--- config.mk ---
export PLATFORM = sky130hd
export DESIGN_NAME = mcycle_ctrl
export DESIGN_NICKNAME = d
export VERILOG_FILES = /design/src/rtl/mc_pkg.sv /design/src/rtl/alu_dec.sv /design/src/rtl/mcycle_ctrl.sv
export SDC_FILE = /design/constraint.sdc
export NUM_CORES = 1
export LEC_CHECK = 0
export CELL_PAD_IN_SITES_DETAIL_PLACEMENT = 1
export CELL_PAD_IN_SITES_GLOBAL_PLACEMENT = 2
export CORE_MARGIN = 2
export CORE_UTILIZATION = 18
export CTS_BUF_LIST = sky130_fd_sc_hd__clkbuf_16
export CTS_CLUSTER_DIAMETER = 200
export DETAILED_ROUTE_END_ITERATION = 6
export PLACE_DENSITY = 0.88
export SKIP_CTS_REPAIR_TIMING = 1
export SYNTH_ARGS = -nofsm -noshare
export SYNTH_HDL_FRONTEND = slang
export SYNTH_SLANG_ARGS = --single-unit
--- constraint.sdc ---
create_clock -name clk -period 2.1 [get_ports clk]
set_input_delay 0.525 -clock clk [delete_from_list [all_inputs] [get_ports clk]]
set_output_delay 0.525 -clock clk [all_outputs]
set_load 0.05 [all_outputs]
--- src/rtl/mc_pkg.sv ---
// Shared encodings for the multicycle controller: states, opcodes, funct codes,
// ALU operations and datapath select codes.
package mc_pkg;

    localparam logic [3:0] S_FETCH  = 4'd0;
    localparam logic [3:0] S_DECODE = 4'd1;
    localparam logic [3:0] S_MEMADR = 4'd2;
    localparam logic [3:0] S_MEMRD  = 4'd3;
    localparam logic [3:0] S_MEMWB  = 4'd4;
    localparam logic [3:0] S_MEMWR  = 4'd5;
    localparam logic [3:0] S_EXE    = 4'd6;
    localparam logic [3:0] S_ALUWB  = 4'd7;
    localparam logic [3:0] S_BRANCH = 4'd8;
    localparam logic [3:0] S_ADDIEX = 4'd9;
    localparam logic [3:0] S_ADDIWB = 4'd10;
    localparam logic [3:0] S_JUMP   = 4'd11;
    localparam logic [3:0] S_JAL    = 4'd12;

    localparam logic [5:0] OP_RTYPE = 6'b000000;
    localparam logic [5:0] OP_LW    = 6'b100011;
    localparam logic [5:0] OP_SW    = 6'b101011;
    localparam logic [5:0] OP_BEQ   = 6'b000100;
    localparam logic [5:0] OP_ADDI  = 6'b001000;
    localparam logic [5:0] OP_J     = 6'b000010;
    localparam logic [5:0] OP_JAL   = 6'b000011;

    localparam logic [5:0] FN_ADD = 6'b100000;
    localparam logic [5:0] FN_SUB = 6'b100010;
    localparam logic [5:0] FN_AND = 6'b100100;
    localparam logic [5:0] FN_OR  = 6'b100101;
    localparam logic [5:0] FN_SLT = 6'b101010;

    localparam logic [2:0] ALU_ADD = 3'b010;
    localparam logic [2:0] ALU_SUB = 3'b110;
    localparam logic [2:0] ALU_AND = 3'b000;
    localparam logic [2:0] ALU_OR  = 3'b001;
    localparam logic [2:0] ALU_SLT = 3'b111;

    localparam logic [1:0] REGDST_RT = 2'b00;
    localparam logic [1:0] REGDST_RD = 2'b01;
    localparam logic [1:0] REGDST_RA = 2'b10;

    localparam logic [1:0] MTR_ALUOUT = 2'b00;
    localparam logic [1:0] MTR_MDR    = 2'b01;
    localparam logic [1:0] MTR_PC     = 2'b10;

    localparam logic [1:0] SRCB_RT    = 2'b00;
    localparam logic [1:0] SRCB_FOUR  = 2'b01;
    localparam logic [1:0] SRCB_IMM   = 2'b10;
    localparam logic [1:0] SRCB_IMMX4 = 2'b11;

    localparam logic [1:0] PCSRC_ALU    = 2'b00;
    localparam logic [1:0] PCSRC_ALUOUT = 2'b01;
    localparam logic [1:0] PCSRC_JUMP   = 2'b10;

endpackage

--- src/rtl/alu_dec.sv ---
// R-type funct decoder: ALU operation plus a flag marking the funct as one the
// controller knows how to execute.
module alu_dec
    import mc_pkg::*;
(
    input  logic [5:0] funct,
    output logic [2:0] aluctrl,
    output logic       supported
);

    always_comb begin
        // NOTE: defaults on every path keep this block purely combinational (no latch).
        aluctrl   = ALU_ADD;
        supported = 1'b1;
        case (funct)
            FN_ADD:  aluctrl = ALU_ADD;
            FN_SUB:  aluctrl = ALU_SUB;
            FN_AND:  aluctrl = ALU_AND;
            FN_OR:   aluctrl = ALU_OR;
            FN_SLT:  aluctrl = ALU_SLT;
            default: supported = 1'b0;
        endcase
    end

endmodule

--- src/rtl/mcycle_ctrl.sv ---
// Multicycle MIPS-subset control FSM: Moore outputs decoded from the registered
// state, with the opcode steering DECODE and MEMADR branching.
module mcycle_ctrl
    import mc_pkg::*;
(
    input  logic       clk,
    input  logic       rst,
    input  logic [5:0] op,
    input  logic [5:0] funct,
    input  logic       zero,
    output logic       pcwe,
    output logic       irwe,
    output logic       memwe,
    output logic       iord,
    output logic       regwe,
    output logic [1:0] regdst,
    output logic [1:0] memtoreg,
    output logic       alusrca,
    output logic [1:0] alusrcb,
    output logic [2:0] aluctrl,
    output logic [1:0] pcsrc,
    output logic [3:0] state
);

    logic [3:0] next_state;
    logic [2:0] fn_aluctrl;
    logic       fn_supported;

    alu_dec u_alu_dec (
        .funct     (funct),
        .aluctrl   (fn_aluctrl),
        .supported (fn_supported)
    );

    // NOTE: state is a flop, so it takes a non-blocking assignment.
    always_ff @(posedge clk or posedge rst) begin
        if (rst) state <= S_FETCH;
        else     state <= next_state;
    end

    always_comb begin
        next_state = S_FETCH;
        case (state)
            S_FETCH:  next_state = S_DECODE;
            S_DECODE: begin
                case (op)
                    OP_LW, OP_SW: next_state = S_MEMADR;
                    OP_RTYPE:     next_state = fn_supported ? S_EXE : S_FETCH;
                    OP_BEQ:       next_state = S_BRANCH;
                    OP_ADDI:      next_state = S_ADDIEX;
                    OP_J:         next_state = S_JUMP;
                    OP_JAL:       next_state = S_JAL;
                    default:      next_state = S_FETCH;
                endcase
            end
            S_MEMADR: next_state = (op == OP_SW) ? S_MEMWR : S_MEMRD;
            S_MEMRD:  next_state = S_MEMWB;
            S_EXE:    next_state = S_ALUWB;
            S_ADDIEX: next_state = S_ADDIWB;
            default:  next_state = S_FETCH;
        endcase
    end

    // Unlisted states, including the unused encodings 13-15, fall through with all zeros.
    always_comb begin
        pcwe     = 1'b0;
        irwe     = 1'b0;
        memwe    = 1'b0;
        iord     = 1'b0;
        regwe    = 1'b0;
        regdst   = REGDST_RT;
        memtoreg = MTR_ALUOUT;
        alusrca  = 1'b0;
        alusrcb  = SRCB_RT;
        aluctrl  = ALU_AND;
        pcsrc    = PCSRC_ALU;
        case (state)
            S_FETCH: begin
                irwe    = 1'b1;
                pcwe    = 1'b1;
                alusrcb = SRCB_FOUR;
                aluctrl = ALU_ADD;
            end
            S_DECODE: begin
                alusrcb = SRCB_IMMX4;
                aluctrl = ALU_ADD;
            end
            S_MEMADR, S_ADDIEX: begin
                alusrca = 1'b1;
                alusrcb = SRCB_IMM;
                aluctrl = ALU_ADD;
            end
            S_MEMRD: iord = 1'b1;
            S_MEMWB: begin
                regwe    = 1'b1;
                regdst   = REGDST_RT;
                memtoreg = MTR_MDR;
            end
            S_MEMWR: begin
                iord  = 1'b1;
                memwe = 1'b1;
            end
            S_EXE: begin
                alusrca = 1'b1;
                alusrcb = SRCB_RT;
                aluctrl = fn_aluctrl;
            end
            S_ALUWB: begin
                regwe    = 1'b1;
                regdst   = REGDST_RD;
                memtoreg = MTR_ALUOUT;
            end
            S_BRANCH: begin
                alusrca = 1'b1;
                alusrcb = SRCB_RT;
                aluctrl = ALU_SUB;
                pcsrc   = PCSRC_ALUOUT;
                pcwe    = zero;
            end
            S_ADDIWB: begin
                regwe    = 1'b1;
                regdst   = REGDST_RT;
                memtoreg = MTR_ALUOUT;
            end
            S_JUMP: begin
                pcsrc = PCSRC_JUMP;
                pcwe  = 1'b1;
            end
            S_JAL: begin
                pcsrc    = PCSRC_JUMP;
                pcwe     = 1'b1;
                regwe    = 1'b1;
                regdst   = REGDST_RA;
                memtoreg = MTR_PC;
            end
            default: ;
        endcase
    end

endmodule

==> impl_metrics.py <==
metrics = {
    "pwr": {
        "p_leak_nw": 0.664,
        "power_mw": 1.68,
        "peakVddDrop_mv": 0.349,
        "power_density_nw_per_um2": 1100,
    },
    "placed_design": {
        "hpwl_um": 2200,
        "portBuffers": 35,
        "place_congestion": 0.879,
        "postPlaceCellArea_um2": 1320,
    },
    "grt": {
        "grt_pass1_wl_um": 4460,
        "grt_overflow": 0,
        "grt_pass1_vias": 934,
        "antenna_found_initial": 0,
        "grt_usage": 0.145,
        "grt_start_max_net_pins": 17,
    },
    "synth": {
        "synth-seq-cells": 4,
        "syn_inst": 90,
        "yosys_warnings": 0,
        "netlist_area_um2": 618,
        "avgSynthCellArea_um2": 6.87,
        "synthTopCellsByArea": "dfrtp_1 16%, nor2_1 7.9%, nand2b_1 7.1%, nor3b_1 4.9%, a21oi_1 4.0%",
        "yosys.area.top_type": "dfrtp_1",
        "ys_types": 38,
        "yosysSeqAreaShare": 0.162,
        "syn_nets": 105,
        "synth_top_area_frac": 0.162,
    },
    "setup_path": {
        "arrival_ps": 2180,
        "endpoint_kind": "register",
        "cp_data_required_time_ps": 2180,
        "cp-start-kind": "input pin",
        "cp_max_fo": 4,
        "crit_start": "op[2]",
        "r2r_start": "state[2]",
        "crit_type": "input pin to register",
    },
    "cells_and_area": {
        "mostFrequentLayoutCell": "buf_4",
        "nNetsFinal": 158,
        "final_util": 0.462,
        "drive_gt1_frac": 0.556,
        "layout_common_cells": "24 x buf_4, 17 x buf_12, 11 x nor2_1, 8 x clkdlybuf4s50_1",
        "largest_register": "state",
        "antenna_cells": 0,
        "fin_area_um2": 1530,
        "largest_reg_flops": 4,
        "syn2layout_area_growth_pct": 148,
        "reg.largest.list": "state (4)",
    },
    "floorplan": {
        "rows": 21,
        "die_h_um": 62.6,
        "die-area_um2": 3920,
        "fp.dieW_um": 62.6,
        "ios": 36,
        "coreArea_um2": 3310,
        "initial_core_util": 0.187,
    },
    "sta": {
        "hold_viol": 0,
        "hold_ws_ps": 514,
        "worst_slew_pin_slew_ps": 402,
        "finalCritPeriodShare": 0.999,
        "max_slew_margin": 0.731,
        "period_needed_ps": 2100,
        "rsz0062_at_grt": "yes",
        "finClkSkew_ps": 0.505,
        "timing.fmax_ghz": 0.477,
        "slew_viol_final": 0,
        "setup_viol": 0,
    },
    "clocking": {
        "cts_tree": "done",
        "cts_buffer_depth": 2,
        "cts_root_buf": "clkbuf_16",
        "clk_pin_slew_worst_paths_ps": 30,
        "cts-htree-levels": 1,
        "insertion_delay_ps": 230,
        "cts_made_buffers": 3,
        "clock-sinks": 4,
    },
    "detailed_routing": {
        "drt-initial-drc-count": 13,
        "ant_nets": 0,
        "wl_um": 2990,
        "vias": 898,
        "wl_per_cell_um": 15.9,
        "drc": 0,
        "firstDrtPassIters": 4,
        "viasPerCell": 4.78,
    },
    "worst_hold_path": {
        "hp-class": "input pin to async pin",
    },
    "outcome": {
        "status": "complete, no violations",
    },
    "job": {
        "cap_viol_max_count": 0,
    },
}
stage by stage:
step / setup slack, ps / instances / setup TNS (ps)
floorplan: -114 / 90 / -641
global placement: -265 / 177 / -835
detailed placement: -317 / 177 / -1280
CTS: -336 / 181 / -817
global route: -43.6 / 188 / -94.3
finish: 3.09 / 188 / 0
power by group:
| group | internal, mW | switching (mW) |
|---|---|---|
| logic | 0.544 | 0.663 |
| registers | 0.103 | 0.0599 |
| clock network | 0.247 | 0.0664 |
layer usage:
metal  part of all wire  wire length, um  GRT usage
met1               0.38             1150      0.157
met4              0.022               66     0.0750
met5                  0                0          0
met2               0.55             1650      0.269
met3              0.042              125     0.0216
critical path, cell delays in order:
cell and delay, ps:
clkdlybuf4s50_1 430, or3_4 420, a211oi_1 320, o2bb2a_1 270, o32ai_1 220
synthesized netlist by cell type:
cell	n
clkbuf_1	4
o21bai_1	2
a21oi_1	5
nand4_1	1
nand2b_1	7
nand3_1	1
o311a_1	1
xnor2_1	1
o21ai_0	3
o2bb2a_1	1
o21a_1	1
or3_4	1
buf_1	1
xor2_1	1
a31o_2	2
nor4_1	3
and3_1	2
or2_2	1
or4_1	1
a22oi_1	2
a21bo_2	1
buf_4	1
a221oi_2	1
inv_1	4
nand2_1	5
nor2_1	13
and2_1	1
nor3b_1	4
nor2b_1	3
dfrtp_1	4
nor4b_1	1
o221ai_1	1
nor3_1	4
o32ai_1	1
or4_4	1
buf_2	1
a21o_1	1
a211oi_1	2
cells by family after synthesis:
kind of cell              synth area share
and+or+nand+nor                      0.443
AOI/OAI and AO/OA                    0.291
DFF                                  0.162
xor gates and xnor gates            0.0283
buffers and inverters               0.0749
cell type report:
class	instances	area [um^2]
fillers	396	1780
repair buffers	55	661
multi-input cells	75	611
flip-flops and latches	4	108
clock buffers	3	75.1
well taps	46	57.6
inverters	4	15.0
clock inverters	1	3.75
worst paths after layout:
check / end / slack (ps) / cells after the start
min in group clk: state[0] / 680 / 1
max reg2reg: state[2] / 420 / 4
min: state[2] / 510 / 2
max in group asynchronous: state[2] / 1420 / 2
max: state[2] / 3 / 5
min reg2reg: state[0] / 680 / 1
Note: power is estimated with default switching activity, not from simulation.
